**src/rtl/rgmii_rx_frame.sv**
```systemverilog
// RGMII receive framer: DDR capture, byte/nibble assembly, preamble strip, length/error checks, stats.
// Optional in-band PHY status decode is enabled with `define RGMII_INBAND_STATUS_EN.
module rgmii_rx_frame #(
  parameter int MAX_FRAME_LEN = 1522,
  parameter int MIN_FRAME_LEN = 64,
  parameter int LEN_W         = 16,
  parameter int CNT_W         = 32
) (
  input  logic             RXCLK_i,
  input  logic             reset,
  input  logic [3:0]       RXDATA_i,
  input  logic             RXCTL_i,
  input  logic             speed_1g_i,
  output logic             GMII_RX_CLK_o,
  output logic [7:0]       rxd_o,
  output logic             rx_valid_o,
  output logic             sof_o,
  output logic             eof_o,
  output logic [LEN_W-1:0] frame_len_o,
  output logic             frame_err_o,
  output logic [2:0]       err_code_o,
  output logic [CNT_W-1:0] frame_cnt_o,
  output logic [CNT_W-1:0] err_cnt_o
`ifdef RGMII_INBAND_STATUS_EN
  ,
  output logic             link_up_o,
  output logic [1:0]       link_speed_o,
  output logic             full_duplex_o
`endif
);

  localparam logic [LEN_W-1:0] L_MAX = LEN_W'(MAX_FRAME_LEN);
  localparam logic [LEN_W-1:0] L_MIN = LEN_W'(MIN_FRAME_LEN);

  typedef enum logic [1:0] {S_IDLE, S_PRE, S_DATA, S_DROP} state_t;

  state_t           r_state;
  logic [3:0]       r_nib_lo, r_nib_hi, r_lo;
  logic             r_dv, r_ctl_n;
  logic             r_mode, r_dv1, r_bv, r_ber, r_phase, r_er_lo, r_half;
  logic [7:0]       r_byte;
  logic [LEN_W-1:0] r_len;
  logic             r_first, r_long, r_phy;
  logic             w_er;
  logic [2:0]       w_code;

  assign GMII_RX_CLK_o = RXCLK_i;
  assign w_er          = r_dv ^ r_ctl_n;
  assign w_code        = {(r_len < L_MIN), r_long, (r_phy | r_half)};

  always_ff @(posedge RXCLK_i) begin
    if (reset) begin
      r_nib_lo <= '0;
      r_dv     <= 1'b0;
    end else begin
      r_nib_lo <= RXDATA_i;
      r_dv     <= RXCTL_i;
    end
  end

  always_ff @(negedge RXCLK_i) begin
    if (reset) begin
      r_nib_hi <= '0;
      r_ctl_n  <= 1'b0;
    end else begin
      r_nib_hi <= RXDATA_i;
      r_ctl_n  <= RXCTL_i;
    end
  end

  // Assembly stage: one byte strobe per completed byte; a dangling nibble at dv fall pulses r_half
  always_ff @(posedge RXCLK_i) begin
    if (reset) begin
      r_mode  <= speed_1g_i;
      r_dv1   <= 1'b0;
      r_bv    <= 1'b0;
      r_ber   <= 1'b0;
      r_byte  <= '0;
      r_phase <= 1'b0;
      r_lo    <= '0;
      r_er_lo <= 1'b0;
      r_half  <= 1'b0;
    end else begin
      r_dv1  <= r_dv;
      r_half <= 1'b0;
      if (r_state == S_IDLE && !r_dv && !r_dv1)
        r_mode <= speed_1g_i;
      if (r_mode) begin
        r_byte  <= {r_nib_hi, r_nib_lo};
        r_bv    <= r_dv;
        r_ber   <= w_er;
        r_phase <= 1'b0;
      end else begin
        r_bv <= 1'b0;
        if (!r_dv) begin
          r_phase <= 1'b0;
          r_half  <= r_phase;
        end else if (!r_phase) begin
          r_lo    <= r_nib_lo;
          r_er_lo <= w_er;
          r_phase <= 1'b1;
        end else begin
          r_byte  <= {r_nib_lo, r_lo};
          r_ber   <= r_er_lo | w_er;
          r_bv    <= 1'b1;
          r_phase <= 1'b0;
        end
      end
    end
  end

  always_ff @(posedge RXCLK_i) begin
    if (reset) begin
      r_state     <= S_IDLE;
      r_len       <= '0;
      r_first     <= 1'b0;
      r_long      <= 1'b0;
      r_phy       <= 1'b0;
      rxd_o       <= '0;
      rx_valid_o  <= 1'b0;
      sof_o       <= 1'b0;
      eof_o       <= 1'b0;
      frame_len_o <= '0;
      frame_err_o <= 1'b0;
      err_code_o  <= '0;
      frame_cnt_o <= '0;
      err_cnt_o   <= '0;
    end else begin
      rx_valid_o <= 1'b0;
      sof_o      <= 1'b0;
      eof_o      <= 1'b0;
      case (r_state)
        S_IDLE: if (r_dv1) r_state <= S_PRE;
        S_PRE: begin
          if (!r_dv1) r_state <= S_DROP;
          else if (r_bv) begin
            if (r_byte == 8'hD5) begin
              r_state <= S_DATA;
              r_len   <= '0;
              r_first <= 1'b1;
              r_long  <= 1'b0;
              r_phy   <= 1'b0;
            end else if (r_byte != 8'h55) begin
              r_state <= S_DROP;
            end
          end
        end
        S_DATA: begin
          if (!r_dv1) begin
            eof_o       <= 1'b1;
            frame_len_o <= r_len;
            err_code_o  <= w_code;
            frame_err_o <= |w_code;
            if (|w_code) err_cnt_o <= err_cnt_o + 1'b1;
            else         frame_cnt_o <= frame_cnt_o + 1'b1;
            r_state <= S_IDLE;
          end else if (r_bv) begin
            r_phy <= r_phy | r_ber;
            if (r_len < L_MAX) begin
              rxd_o      <= r_byte;
              rx_valid_o <= 1'b1;
              sof_o      <= r_first;
              r_first    <= 1'b0;
              r_len      <= r_len + 1'b1;
            end else begin
              r_len  <= L_MAX + 1'b1;
              r_long <= 1'b1;
            end
          end
        end
        S_DROP: if (!r_dv1) r_state <= S_IDLE;
        default: r_state <= S_IDLE;
      endcase
    end
  end

`ifdef RGMII_INBAND_STATUS_EN
  logic [3:0] r_st_prev;
  logic       r_st_ok;
  logic       w_st_en;

  assign w_st_en = (r_state == S_IDLE) && !r_dv && !w_er;

  always_ff @(posedge RXCLK_i) begin
    if (reset) begin
      r_st_prev     <= '0;
      r_st_ok       <= 1'b0;
      link_up_o     <= 1'b0;
      link_speed_o  <= '0;
      full_duplex_o <= 1'b0;
    end else if (w_st_en) begin
      r_st_prev <= r_nib_lo;
      r_st_ok   <= 1'b1;
      if (r_st_ok && r_st_prev == r_nib_lo) begin
        link_up_o     <= r_nib_lo[0];
        link_speed_o  <= r_nib_lo[2:1];
        full_duplex_o <= r_nib_lo[3];
      end
    end else begin
      r_st_ok <= 1'b0;
    end
  end
`endif

endmodule

```
**config.mk**
```make
export PLATFORM = sky130hd
export DESIGN_NAME = rgmii_rx_frame
export DESIGN_NICKNAME = d
export VERILOG_FILES = /design/src/rtl/rgmii_rx_frame.sv
export SDC_FILE = /design/constraint.sdc
export NUM_CORES = 1
export LEC_CHECK = 0
export ABC_AREA = 1
export BUFFER_PORTS_ARGS = -buffer_cell sky130_fd_sc_hd__buf_4
export CORE_MARGIN = 2
export CORE_UTILIZATION = 40
export CTS_BUF_LIST = sky130_fd_sc_hd__clkbuf_8
export CTS_CLUSTER_SIZE = 30
export DETAILED_ROUTE_END_ITERATION = 12
export PLACE_DENSITY = 0.6
export SYNTH_ARGS = -nofsm -noshare
export SYNTH_HDL_FRONTEND = slang
export SYNTH_SLANG_ARGS = --single-unit
export TNS_END_PERCENT = 100
```
**constraint.sdc**
```tcl
create_clock -name RXCLK_i -period 2 [get_ports RXCLK_i]
set_input_delay 0.4 -clock RXCLK_i [delete_from_list [all_inputs] [get_ports RXCLK_i]]
set_output_delay 0.4 -clock RXCLK_i [all_outputs]
set_load 0.02 [all_outputs]
```
After elaboration in Yosys (flattened, before gate mapping)
Cells that the tools add are included.
{"block": "op_classes", "add_sub_neg": 3, "order_cmp": 2, "mux": 47, "eq_ne": 16, "n_reduce_logical": 26, "n_bitwise": 12}
{"op": "16-bit two-way mux", "count": 6}
{"op": "32-bit by 1-bit adder with 32-bit output, second input constant", "count": 2}
{"op": "16-bit one-hot mux with 2 select lines", "count": 1}
{"op": "1-bit two-way mux", "count": 26}
{"op": "8-bit two-way mux", "count": 3}
{"op": "2-bit != test, second input constant", "count": 9}
{"op": "16-bit by 1-bit adder with 16-bit output, second input constant", "count": 1}
{"op": "16-bit by 11-bit < comparator with 1-bit output, second input constant", "count": 1}
{"op": "16-bit by 7-bit < comparator with 1-bit output, second input constant", "count": 1}
{"op": "7-bit AND reduction", "count": 2}
{"op": "2-bit two-way mux", "count": 6}
{"op": "3-bit AND reduction", "count": 3}
{"op": "3-bit OR reduction", "count": 3}
{"op": "8-bit equality test, second input constant", "count": 1}
{"op": "8-bit by 7-bit != test with 1-bit output, second input constant", "count": 1}
{"op": "1-bit inverter", "count": 8}
{"op": "4-bit AND reduction", "count": 2}
{"op": "2-bit nonzero test", "count": 4}
{"op": "1-bit one-hot mux with 2 select lines", "count": 3}
{"op": "2-bit one-hot mux with 3 select lines", "count": 1}
{"op": "6-bit AND reduction", "count": 1}
{"op": "5-bit OR reduction", "count": 1}
{"op": "2-bit equality test, second input constant", "count": 2}
{"op": "4-bit two-way mux", "count": 1}
{"op": "other kinds (11)", "count": 17}
{"block": "word_totals", "elab_cells": 133, "out_inout_bits": 96, "register_bits": 145}

Longest topological paths before layout
{"block": "logic_depth", "word_depth": 6, "mapped_depth": 10, "depth_no_buf": 10}

==> results_dict.tcl <==
set metrics [dict create \
    status "complete, no violations" \
    num_vias 7036 \
    setup_viol 0 \
    synth_common_cells "nand2_1 (382), nor2_1 (178), dfxtp_1 (144)" \
    core_um2 17400 \
    required_ns 2.41 \
    detail-route-antenna-nets 0 \
    tritoncts "yes" \
    layout.area.seq_um2 2910 \
    yosys_warnings 0 \
    finalHoldViolations 0 \
    p_int_mw 4.41 \
    first_iter_violations 484 \
    syn-instance-count 1098 \
    rows 48 \
    antenna_found_initial 0 \
    grt_usage_pct 20.8 \
    netlist_area_um2 7120 \
    rsz0062_at_grt "false" \
    crit_type "reg2reg" \
    final_util_pct 50.0 \
    min_period_ns 1.80 \
    yosys.area.top_type "dfxtp_1" \
    maxCapViolations 0 \
    synth_edf_count 1 \
    hpwl_um 13800 \
    cp_max_fo 6 \
    io_pins 104 \
    dieArea_um2 18900 \
    layout.nets 1224 \
    grt_pass1_wl_um 30800 \
    synthTopCellsByArea "dfxtp_1 (40%), nand2_1 (20%), nor2_1 (9.4%)" \
    drive_gt1_share_pct 14.3 \
    wirelength_um 19100 \
    startpoint_type "register" \
    hold_depth 3 \
    combinationalPowerShare_pct 3.9 \
    fin_setup_tns_ns 0 \
    async_flop_share_pct 0 \
    multi_input_area_um2 3670 \
    r2r_start "err_cnt_o[1]" \
    nFillCells 1797 \
    min_from "RXDATA_i[1]" \
    drc 0 \
    power.density_nw_per_um2 695 \
    timing.final.ws_setup_ns 0.200 \
    synth-seq-area-share_pct 40.9 \
    die_width_um 137 \
    placed_area_um2 8160 \
    synth.most_common_cell "nand2_1" \
    wl_per_cell_um 13.2 \
    worstHoldEndpoint "r_nib_lo[1]" \
    viasPerCell 4.85 \
    area_growth_pct 21.7 \
    globalRouteOverflowTotal 0 \
    reg2reg_depth 8 \
    r2r-end "err_cnt_o[8]" \
    drtPass1Iterations 5 \
    max_freq_ghz 0.556 \
    fin_skew_ns 0.0276 \
    die_h_um 137 \
    gp_congestion 0.926 \
    io_buffers 103 \
    worst_slew_pin_slew_ns 0.875 \
    cp.arrival_ns 2.21 \
    seq_power_share_pct 49.4 \
    finalInstanceArea_um2 8670 \
    grt_pass1_vias 6424 \
    relSlewSlack_pct 41.6 \
    yosysTopAreaCellShare_pct 40.5 \
    drv_slew 0 \
    p_sw_share_pct 26.9 \
    ys.flop_type "dfxtp_1" \
    clkLatencyLatePin_ns 0.58 \
    crit_path_end_kind "register" \
    worstHoldPathType "in2reg" \
    peakVddDrop_mv 0.446 \
    synth_cell_types 32 \
    power_switching_mw 1.62 \
    avgSynthCellArea_um2 6.49 \
    synth_nets 1109 \
    power.total_mw 6.02 \
    start_util_pct 41.0 \
    diodes 0 \
    clkPwrFrac_pct 46.6 \
    p_leak_nw 3.45 \
    ys_ff_latch 145 \
    place_ws_ns 0.156 \
    grt_max_degree 78 \
    fin_crit_sh_pct 90.0 \
    path_clk_slew_ns 0.10 \
    r2r_setup_slack_ns 0.20 \
]
-- power groups by stage --
stage                     Sequential [mW]  Clock (mW)  Combinational [mW]
final                                2.98        2.81               0.238
after global routing                 2.98        3.02               0.269
after CTS                            2.98        2.88               0.241
after detailed placement             3.04      0.0771               0.238
after global placement               3.04      0.0771               0.237
after floorplan                      3.05      0.0771               0.137
-- placed cells by master, fill, tap and decap left out, drive strengths merged, types with 3 or more instances in the layout --
cell	instances
xor2	24
a31oi	9
buf	121
nand4	3
o21ai	50
nor2	184
dfxtp	144
ha	3
nand3	47
xnor2	9
nor3	14
a21oi	92
clkbuf	21
nand2	385
inv	109
-- what timing repair did --
action	4_1_cts	5_1_grt
resized for setup	0	4
hold endpoints to repair	1	0
setup endpoints to repair	0	4
hold buffers	1	0
setup buffers	0	0
-- area by class of cell --
class / count / area share, %
Clock inverter: 19 / 2.38
Tap cell: 225 / 3.25
Sequential cell: 145 / 33.6
Multi-Input combinational cell: 825 / 42.3
Clock buffer: 22 / 3.42
Timing Repair Buffer: 121 / 10.9
Inverter: 94 / 4.10
-- stage by stage --
stage / hold WS, ns / std cells
floorplan: 0.425 / 1098
global placement: 0.447 / 1411
detailed placement: 0.454 / 1411
CTS: 0.0195 / 1451
global route: 0.0323 / 1451
finish: 0.0513 / 1451
-- worst max path at each step --
| stage | start | to | slack (ns) | cells after the start |
|---|---|---|---|---|
| finish | err_cnt_o[1] | err_cnt_o[8] | 0.20 | 8 |
| global route | err_cnt_o[1] | err_cnt_o[8] | 0.009 | 8 |
| CTS | frame_cnt_o[1] | frame_cnt_o[30] | 0.14 | 10 |
| detailed placement | frame_cnt_o[1] | frame_cnt_o[30] | 0.16 | 10 |
| global placement | frame_cnt_o[1] | frame_cnt_o[30] | 0.20 | 10 |
| floorplan | reset | r_ctl_n | 0.06 | 3 |
-- critical path, cell delays in order, from the launching register on --
cell and delay (ns):
dfxtp_1 0.41, ha_2 0.26, nand2_1 0.08, nor2_1 0.19, nand2_1 0.20, inv_1 0.16
nor2_1 0.05, o21ai_0 0.18, a21oi_1 0.10
-- flip-flops by register name, indices dropped and copies added, names as in the netlist, 2 cells and up --
name,cells
err_code_o,3
r_nib_lo,4
r_state,2
frame_cnt_o,32
r_nib_hi,4
err_cnt_o,32
frame_len_o,16
r_byte,8
rxd_o,8
r_lo,4
r_len,16
-- logic make-up (layout without fill, tap and decap cells) --
family / after synthesis / in the layout / share of synthesized area, %
AO/OA/AOI/OAI: 154 / 154 / 11.3
adder cells (fa/ha/maj): 3 / 3 / 0.527
AND/OR/NAND/NOR: 635 / 635 / 35.5
buffers and inverters: 128 / 256 / 7.71
flip-flops: 145 / 145 / 40.9
XOR/XNOR: 33 / 33 / 4.06
-- metal layers --
layer	up-vias	GRT usage [%]	share of wire [%]
met2	138	35.1	47
met4	0	6.82	1.8
li1	3690	-	-
met5	-	0	0
met3	28	4.82	4.1
met1	3180	26.1	47
Power figures use the tool's default switching activity.
